===== src/rtl/fht_pkg.sv =====
// Shared definitions for the FHT result readout path: bank geometry, FSM states, point count.
package fht_pkg;

  localparam int unsigned N_BANK       = 4;
  localparam int unsigned BANK_SEL_BIT = 2;

  typedef enum logic [1:0] {
    IDLE,
    READ,
    DRAIN
  } fht_state_e;

  function automatic int unsigned fht_n(input int unsigned a_bit);
    return N_BANK << a_bit;
  endfunction

endpackage


===== src/rtl/fht_rd_fifo.sv =====
// Synchronous output FIFO for the FHT readout; carries {last, sample} and exposes its fill count.
module fht_rd_fifo #(
  parameter int unsigned DW    = 17,
  parameter int unsigned DEPTH = 4
) (
  input  logic                           iCLK,
  input  logic                           iRESET,
  input  logic                           iPUSH,
  input  logic [DW-1:0]                  iWDATA,
  input  logic                           iPOP,
  output logic [DW-1:0]                  oRDATA,
  output logic                           oEMPTY,
  output logic [$clog2(DEPTH+1)-1:0]     oCOUNT
);

  localparam int unsigned PW = (DEPTH > 1) ? $clog2(DEPTH) : 1;
  localparam int unsigned CW = $clog2(DEPTH+1);

  logic [DW-1:0] r_mem [DEPTH];
  logic [PW-1:0] r_wp;
  logic [PW-1:0] r_rp;
  logic [CW-1:0] r_cnt;
  logic          w_pop;

  function automatic logic [PW-1:0] ptr_inc(input logic [PW-1:0] p);
    return (p == PW'(DEPTH-1)) ? '0 : p + PW'(1);
  endfunction

  assign w_pop  = iPOP && (r_cnt != '0);
  assign oEMPTY = (r_cnt == '0);
  assign oCOUNT = r_cnt;
  assign oRDATA = r_mem[r_rp];

  always_ff @(posedge iCLK or negedge iRESET) begin
    if (!iRESET) begin
      for (int unsigned i = 0; i < DEPTH; i++) r_mem[i] <= '0;
      r_wp  <= '0;
      r_rp  <= '0;
      r_cnt <= '0;
    end else begin
      if (iPUSH) begin
        r_mem[r_wp] <= iWDATA;
        r_wp        <= ptr_inc(r_wp);
      end
      if (w_pop) r_rp <= ptr_inc(r_rp);
      case ({iPUSH, w_pop})
        2'b10:   r_cnt <= r_cnt + CW'(1);
        2'b01:   r_cnt <= r_cnt - CW'(1);
        default: r_cnt <= r_cnt;
      endcase
    end
  end

endmodule


===== src/rtl/fht_result_reader.sv =====
// Streams the finished FHT out of the four bank RAMs in natural order with credit-based flow control.
// Optional macro FHT_RD_SCALE_EN normalises each sample by 1/N (round half up) before buffering.
module fht_result_reader
  import fht_pkg::*;
#(
  parameter int unsigned A_BIT      = 8,
  parameter int unsigned D_BIT      = 16,
  parameter int unsigned RD_LAT     = 2,
  parameter int unsigned FIFO_DEPTH = 4
) (
  input  logic             iCLK,
  input  logic             iRESET,
  input  logic             iSTART,
  output logic             oRE,
  output logic [A_BIT-1:0] oADDR_RD,
  input  logic [D_BIT-1:0] iRDATA_0,
  input  logic [D_BIT-1:0] iRDATA_1,
  input  logic [D_BIT-1:0] iRDATA_2,
  input  logic [D_BIT-1:0] iRDATA_3,
  output logic [D_BIT-1:0] oDATA,
  output logic             oVALID,
  input  logic             iREADY,
  output logic             oLAST,
  output logic             oBUSY,
  output logic             oDONE
);

  localparam int unsigned N  = fht_n(A_BIT);
  localparam int unsigned KW = A_BIT + BANK_SEL_BIT;
  localparam int unsigned CW = $clog2(FIFO_DEPTH+1);
  localparam int unsigned IW = $clog2(RD_LAT+1);

  fht_state_e r_state, w_state_nxt;
  logic [KW-1:0]           r_k;
  logic [IW-1:0]           r_inflight;
  logic [RD_LAT-1:0]       r_vld;
  logic [RD_LAT-1:0]       r_last;
  logic [BANK_SEL_BIT-1:0] r_sel [RD_LAT];
  logic                    r_done;
  logic                    w_done_nxt;
  logic                    w_issue;
  logic                    w_push;
  logic                    w_pop;
  logic                    w_k_end;
  logic [D_BIT-1:0]        w_raw;
  logic [D_BIT-1:0]        w_samp;
  logic [D_BIT:0]          w_fifo_rdata;
  logic                    w_fifo_empty;
  logic [CW-1:0]           w_fifo_count;

  // Credit counts both buffered entries and reads still in the bank pipeline.
  assign w_k_end  = (r_k == KW'(N-1));
  assign w_issue  = (r_state == READ) &&
                    ((32'(w_fifo_count) + 32'(r_inflight)) < 32'(FIFO_DEPTH));
  assign w_push   = r_vld[RD_LAT-1];
  assign w_pop    = oVALID && iREADY;

  assign oRE      = w_issue;
  assign oADDR_RD = r_k[KW-1:BANK_SEL_BIT];
  assign oVALID   = !w_fifo_empty;
  assign oDATA    = w_fifo_rdata[D_BIT-1:0];
  assign oLAST    = oVALID && w_fifo_rdata[D_BIT];
  assign oBUSY    = (r_state != IDLE);
  assign oDONE    = r_done;

  always_comb begin
    w_state_nxt = r_state;
    w_done_nxt  = 1'b0;
    case (r_state)
      IDLE:  if (iSTART) w_state_nxt = READ;
      READ:  if (w_issue && w_k_end) w_state_nxt = DRAIN;
      DRAIN: if (w_pop && w_fifo_rdata[D_BIT]) begin
               w_state_nxt = IDLE;
               w_done_nxt  = 1'b1;
             end
      default: w_state_nxt = IDLE;
    endcase
  end

  always_ff @(posedge iCLK or negedge iRESET) begin
    if (!iRESET) begin
      r_state    <= IDLE;
      r_done     <= 1'b0;
      r_k        <= '0;
      r_inflight <= '0;
    end else begin
      r_state <= w_state_nxt;
      r_done  <= w_done_nxt;
      if (r_state == IDLE && iSTART) r_k <= '0;
      else if (w_issue && !w_k_end)  r_k <= r_k + KW'(1);
      case ({w_issue, w_push})
        2'b10:   r_inflight <= r_inflight + IW'(1);
        2'b01:   r_inflight <= r_inflight - IW'(1);
        default: r_inflight <= r_inflight;
      endcase
    end
  end

  always_ff @(posedge iCLK or negedge iRESET) begin
    if (!iRESET) begin
      r_vld  <= '0;
      r_last <= '0;
      for (int unsigned i = 0; i < RD_LAT; i++) r_sel[i] <= '0;
    end else begin
      r_vld[0]  <= w_issue;
      r_last[0] <= w_issue && w_k_end;
      r_sel[0]  <= r_k[BANK_SEL_BIT-1:0];
      for (int unsigned i = 1; i < RD_LAT; i++) begin
        r_vld[i]  <= r_vld[i-1];
        r_last[i] <= r_last[i-1];
        r_sel[i]  <= r_sel[i-1];
      end
    end
  end

  always_comb begin
    w_raw = iRDATA_0;
    case (r_sel[RD_LAT-1])
      2'd0:    w_raw = iRDATA_0;
      2'd1:    w_raw = iRDATA_1;
      2'd2:    w_raw = iRDATA_2;
      default: w_raw = iRDATA_3;
    endcase
  end

`ifdef FHT_RD_SCALE_EN
  localparam logic [D_BIT:0] RND = (D_BIT+1)'(1) << (KW-1);
  logic [D_BIT:0]        w_sum;
  logic signed [D_BIT:0] w_shift;
  assign w_sum   = {w_raw[D_BIT-1], w_raw} + RND;
  assign w_shift = $signed(w_sum) >>> KW;
  assign w_samp  = D_BIT'(w_shift);
`else
  assign w_samp  = w_raw;
`endif

  fht_rd_fifo #(
    .DW    (D_BIT+1),
    .DEPTH (FIFO_DEPTH)
  ) u_fifo (
    .iCLK   (iCLK),
    .iRESET (iRESET),
    .iPUSH  (w_push),
    .iWDATA ({r_last[RD_LAT-1], w_samp}),
    .iPOP   (w_pop),
    .oRDATA (w_fifo_rdata),
    .oEMPTY (w_fifo_empty),
    .oCOUNT (w_fifo_count)
  );

endmodule

===== config.mk =====
export PLATFORM = sky130hd
export DESIGN_NAME = fht_result_reader
export DESIGN_NICKNAME = d
export VERILOG_FILES = /design/src/rtl/fht_pkg.sv /design/src/rtl/fht_rd_fifo.sv /design/src/rtl/fht_result_reader.sv
export SDC_FILE = /design/constraint.sdc
export NUM_CORES = 1
export LEC_CHECK = 0
export CAP_MARGIN = 20
export CORE_UTILIZATION = 55
export DETAILED_ROUTE_END_ITERATION = 7
export DONT_BUFFER_PORTS = 1
export PLACE_DENSITY = 0.75
export SLEW_MARGIN = 10
export SYNTH_ARGS = -nofsm -noshare
export SYNTH_HDL_FRONTEND = slang
export SYNTH_SLANG_ARGS = --single-unit

===== constraint.sdc =====
create_clock -name iCLK -period 2.5 [get_ports iCLK]
set_input_delay 0.5 -clock iCLK [delete_from_list [all_inputs] [get_ports iCLK]]
set_output_delay 0.5 -clock iCLK [all_outputs]
set_load 0.005 [all_outputs]

==> results.md <==
* Status: finished, violations left
* Failing checks: negative hold slack
* Total gr overflow at 0
* Worst R2R Setup Slack at 450 ps
* Met2 Usage GRT at 32.4%
* Max Clk Rate at 434 MHz
* Combinational power share at 40.7%
* Via count at 2616
* Net switching power at 2.13 mW
* Worst rel slew slack at 71.5%
* Share of the synthesized area in the top cell type at 51.5%
* Syn Std Cell Area at 0.00476 mm2
* Final ANT Viol Nets at 0
* Worst-Margin Slew at 426 ps
* Die width at 95.1 um
* Setup WS pre-CTS at 469 ps
* CTS tree: yes
* Antenna diodes at 0
* Hold Vio Cnt, Final at 98
* Unrepaired setup endpoints after global routing: no
* Max-slew violations at 0
* Hold slack at -180 ps
* Power Density at 1290 mW/mm2
* Kind of critical path: flip-flop to primary output
* Synth Area in Adders at 2.78%
* Mux cell area share after synthesis at 32.5%
* Post-synth EDFFs at 0
* Net Count, Synth at 396
* Ys flop type: dfrtp_1
* Ys Warns at 0
* Reg2reg start: r_inflight[1]
* Worst Hold Class: input pin to async pin
* TritonCTS Buffers at 9
* Buffers on Ports at 0
* Yosys reg bits at 98
* Clock power frac at 17.2%
* Placer Congestion at 0.795
* Clock skew at 8.29 ps
* FF-to-FF path depth at 7
* Global-route layer with the greatest usage: met2
* Critical Path Fanout Max at 13
* Post-synth cell types at 38
* Total of max-cap violations at 0
* Switching fraction of total power at 32.4%
* Fill cells at 640
* CTS Root Buffer Type: clkbuf_8
* Syn avg cell area at 15.0 um2
* Final wirelength at 8620 um
* Critical path startpoint category: flip-flop
* Synth area leaders: dfrtp_1 51%, mux2_2 16%, mux4_2 16%, ha_1 2.4%, buf_4 1.4%
* Simple-gate share of the synthesized area at 5.62%
* Post-CTS setup buffers at 0
* Die Footprint at 0.00904 mm2
* Int Pwr at 4.43 mW
* TritonRoute pass-1 iters at 4
* Net count, final at 396
* Row cnt at 33
* Largest family of logic cells by synthesized area: multiplexers
* Setup violators final at 0
* Worst VDD drop at 636 uV
* Die H at 95.1 um
* Reg clk slew, reported paths at 90 ps
* Starting Density at 57.4%
* Initial antenna violation count at 0
* Crit path time final at 2300 ps
* Vias/cell at 6.11
* First-pass GRT wire length at 13500 um
* Clk sink count at 98
* Cells after synthesis at 318
* Synth-to-layout area growth at 6.46%
* HPWL after detailed placement at 5860 um
* All-Layer GR Usage at 20.6%
* Synth Area in XOR/XNOR at 1.10%
* Post-layout worst setup margin at 197 ps
* Tcrit/Tclk final at 92.1%
* Wirelength per Cell at 20.1 um
* CP endpoint kind: primary output
* Worst Path Arrival at 1800 ps
* Register area share after synthesis at 51.5%
* Register share of total power at 42.1%
* Met1 Use GR at 28.6%
* Share of cells above drive strength 1 at 40.2%
* Iter 0 DRT Violations at 97
* Synth Area in Compound Gates at 2.76%
* H-Tree Level Count at 3
* Commonest non-fill, non-tap cell in the layout: dfrtp_1
* Worst-Skew Late Latency at 360 ps
* Number of global-route vias before repair at 2582
* Remaining DRCs at 0
* Core area at 0.00830 mm2
* Post-synth top area cell: dfrtp_1
* Met3 Use GR at 3.75%
* Clock tree buffer depth at 2
* Most frequent cells in the layout: 98 x dfrtp_1, 69 x mux2_2, 33 x mux4_2
* Io pins at 97
* Largest net degree at the start of global routing at 99
* Setup TNS at 0 ps
* FFs w/ async S/R, synth at 100%
* Lkg Pwr at 2.13 nW
* R2r endpoint: r_inflight[1]
* Post-cts sizing count at 0
* Critical Path RT at 2000 ps
[worst max-delay path, stage by stage, from the launching register on]
cell and delay [ps]:
dfrtp_1 400, ha_1 230, nor4b_4 270, nand2_1 330, inv_1 210
[per-layer routing]
metal / vias up / share of wire, %
li1: 1180 / -
met1: 1365 / 44
met2: 57 / 51
met3: 14 / 4.2
met4: 0 / 1.6
met5: - / 0
[logic make-up after synthesis]
| family | Yosys count |
|---|---|
| and+or+nand+nor | 46 |
| DFF | 98 |
| muxes | 105 |
| adders and majority gates | 10 |
| AOI/OAI and AO/OA | 18 |
| buffers and inverters | 35 |
| xor gates and xnor gates | 6 |
[per-stage QoR]
| step | total power, mW | instances | hold WS [ps] | instance area [um2] | utilization, % |
|---|---|---|---|---|---|
| global placement | 5.39 | 412 | 207 | 4850 | 58.5 |
| floorplan | 4.95 | 318 | 204 | 4760 | - |
| global route | 7.01 | 428 | -206 | 5070 | 61.1 |
| finish | 6.56 | 428 | -180 | 5070 | 61.1 |
| detailed placement | 5.51 | 412 | 207 | 4850 | 58.5 |
| CTS | 6.63 | 428 | -197 | 5070 | 61.1 |
[registers in the layout, summed over array words and instances, names as in the netlist]
name,count
r_inflight,2
u_fifo.r_rp,2
oDONE,1
u_fifo.oCOUNT,3
r_last,2
r_state,2
r_vld,2
u_fifo.r_mem,68
r_k,10
r_sel,4
u_fifo.r_wp,2
[power groups by stage]
| stage | registers, mW | clock network [mW] | logic, mW |
|---|---|---|---|
| floorplan | 2.59 | 0 | 2.36 |
| global route | 2.86 | 1.24 | 2.92 |
| global placement | 2.76 | 0 | 2.64 |
| finish | 2.76 | 1.13 | 2.67 |
| CTS | 2.76 | 1.16 | 2.71 |
| detailed placement | 2.80 | 0 | 2.71 |
[worst max-delay path by stage]
stage / endpoint / cells past startpoint / from / slack, ps
floorplan: oDATA[10] / 3 / u_fifo.r_rp[0] / 550
global route: oRE / 4 / r_inflight[1] / 60
global placement: r_inflight[1] / 7 / r_inflight[1] / 530
CTS: oRE / 4 / r_inflight[1] / 190
detailed placement: r_inflight[1] / 7 / r_inflight[1] / 470
finish: oRE / 4 / r_inflight[1] / 200
[synthesized netlist by cell type (2+ instances only)]
cell type,count
a21oi_1,2
and2_1,3
and3_1,2
buf_2,10
buf_4,9
clkbuf_1,4
dfrtp_1,98
ha_1,9
inv_1,12
mux2_2,69
mux2i_1,3
mux4_2,33
nand2_1,14
nand3_1,2
nand4_1,3
nor2_1,6
nor3_1,4
nor3b_1,3
o211ai_1,4
o21ai_0,2
o31ai_1,4
or3_1,2
xnor2_1,3
xor2_1,3
[area by class of cell]
type,instances,area [um2],share of cell area [%]
sequential,98,2450,48.3
tap,105,131,2.59
multi-input combinational,185,2130,42.1
clock inverter,4,73.8,1.46
timing repair buffer,12,90.1,1.78
clock buffer,12,145,2.86
inverter,12,45.0,0.888
Power figures use the tool's default switching activity.
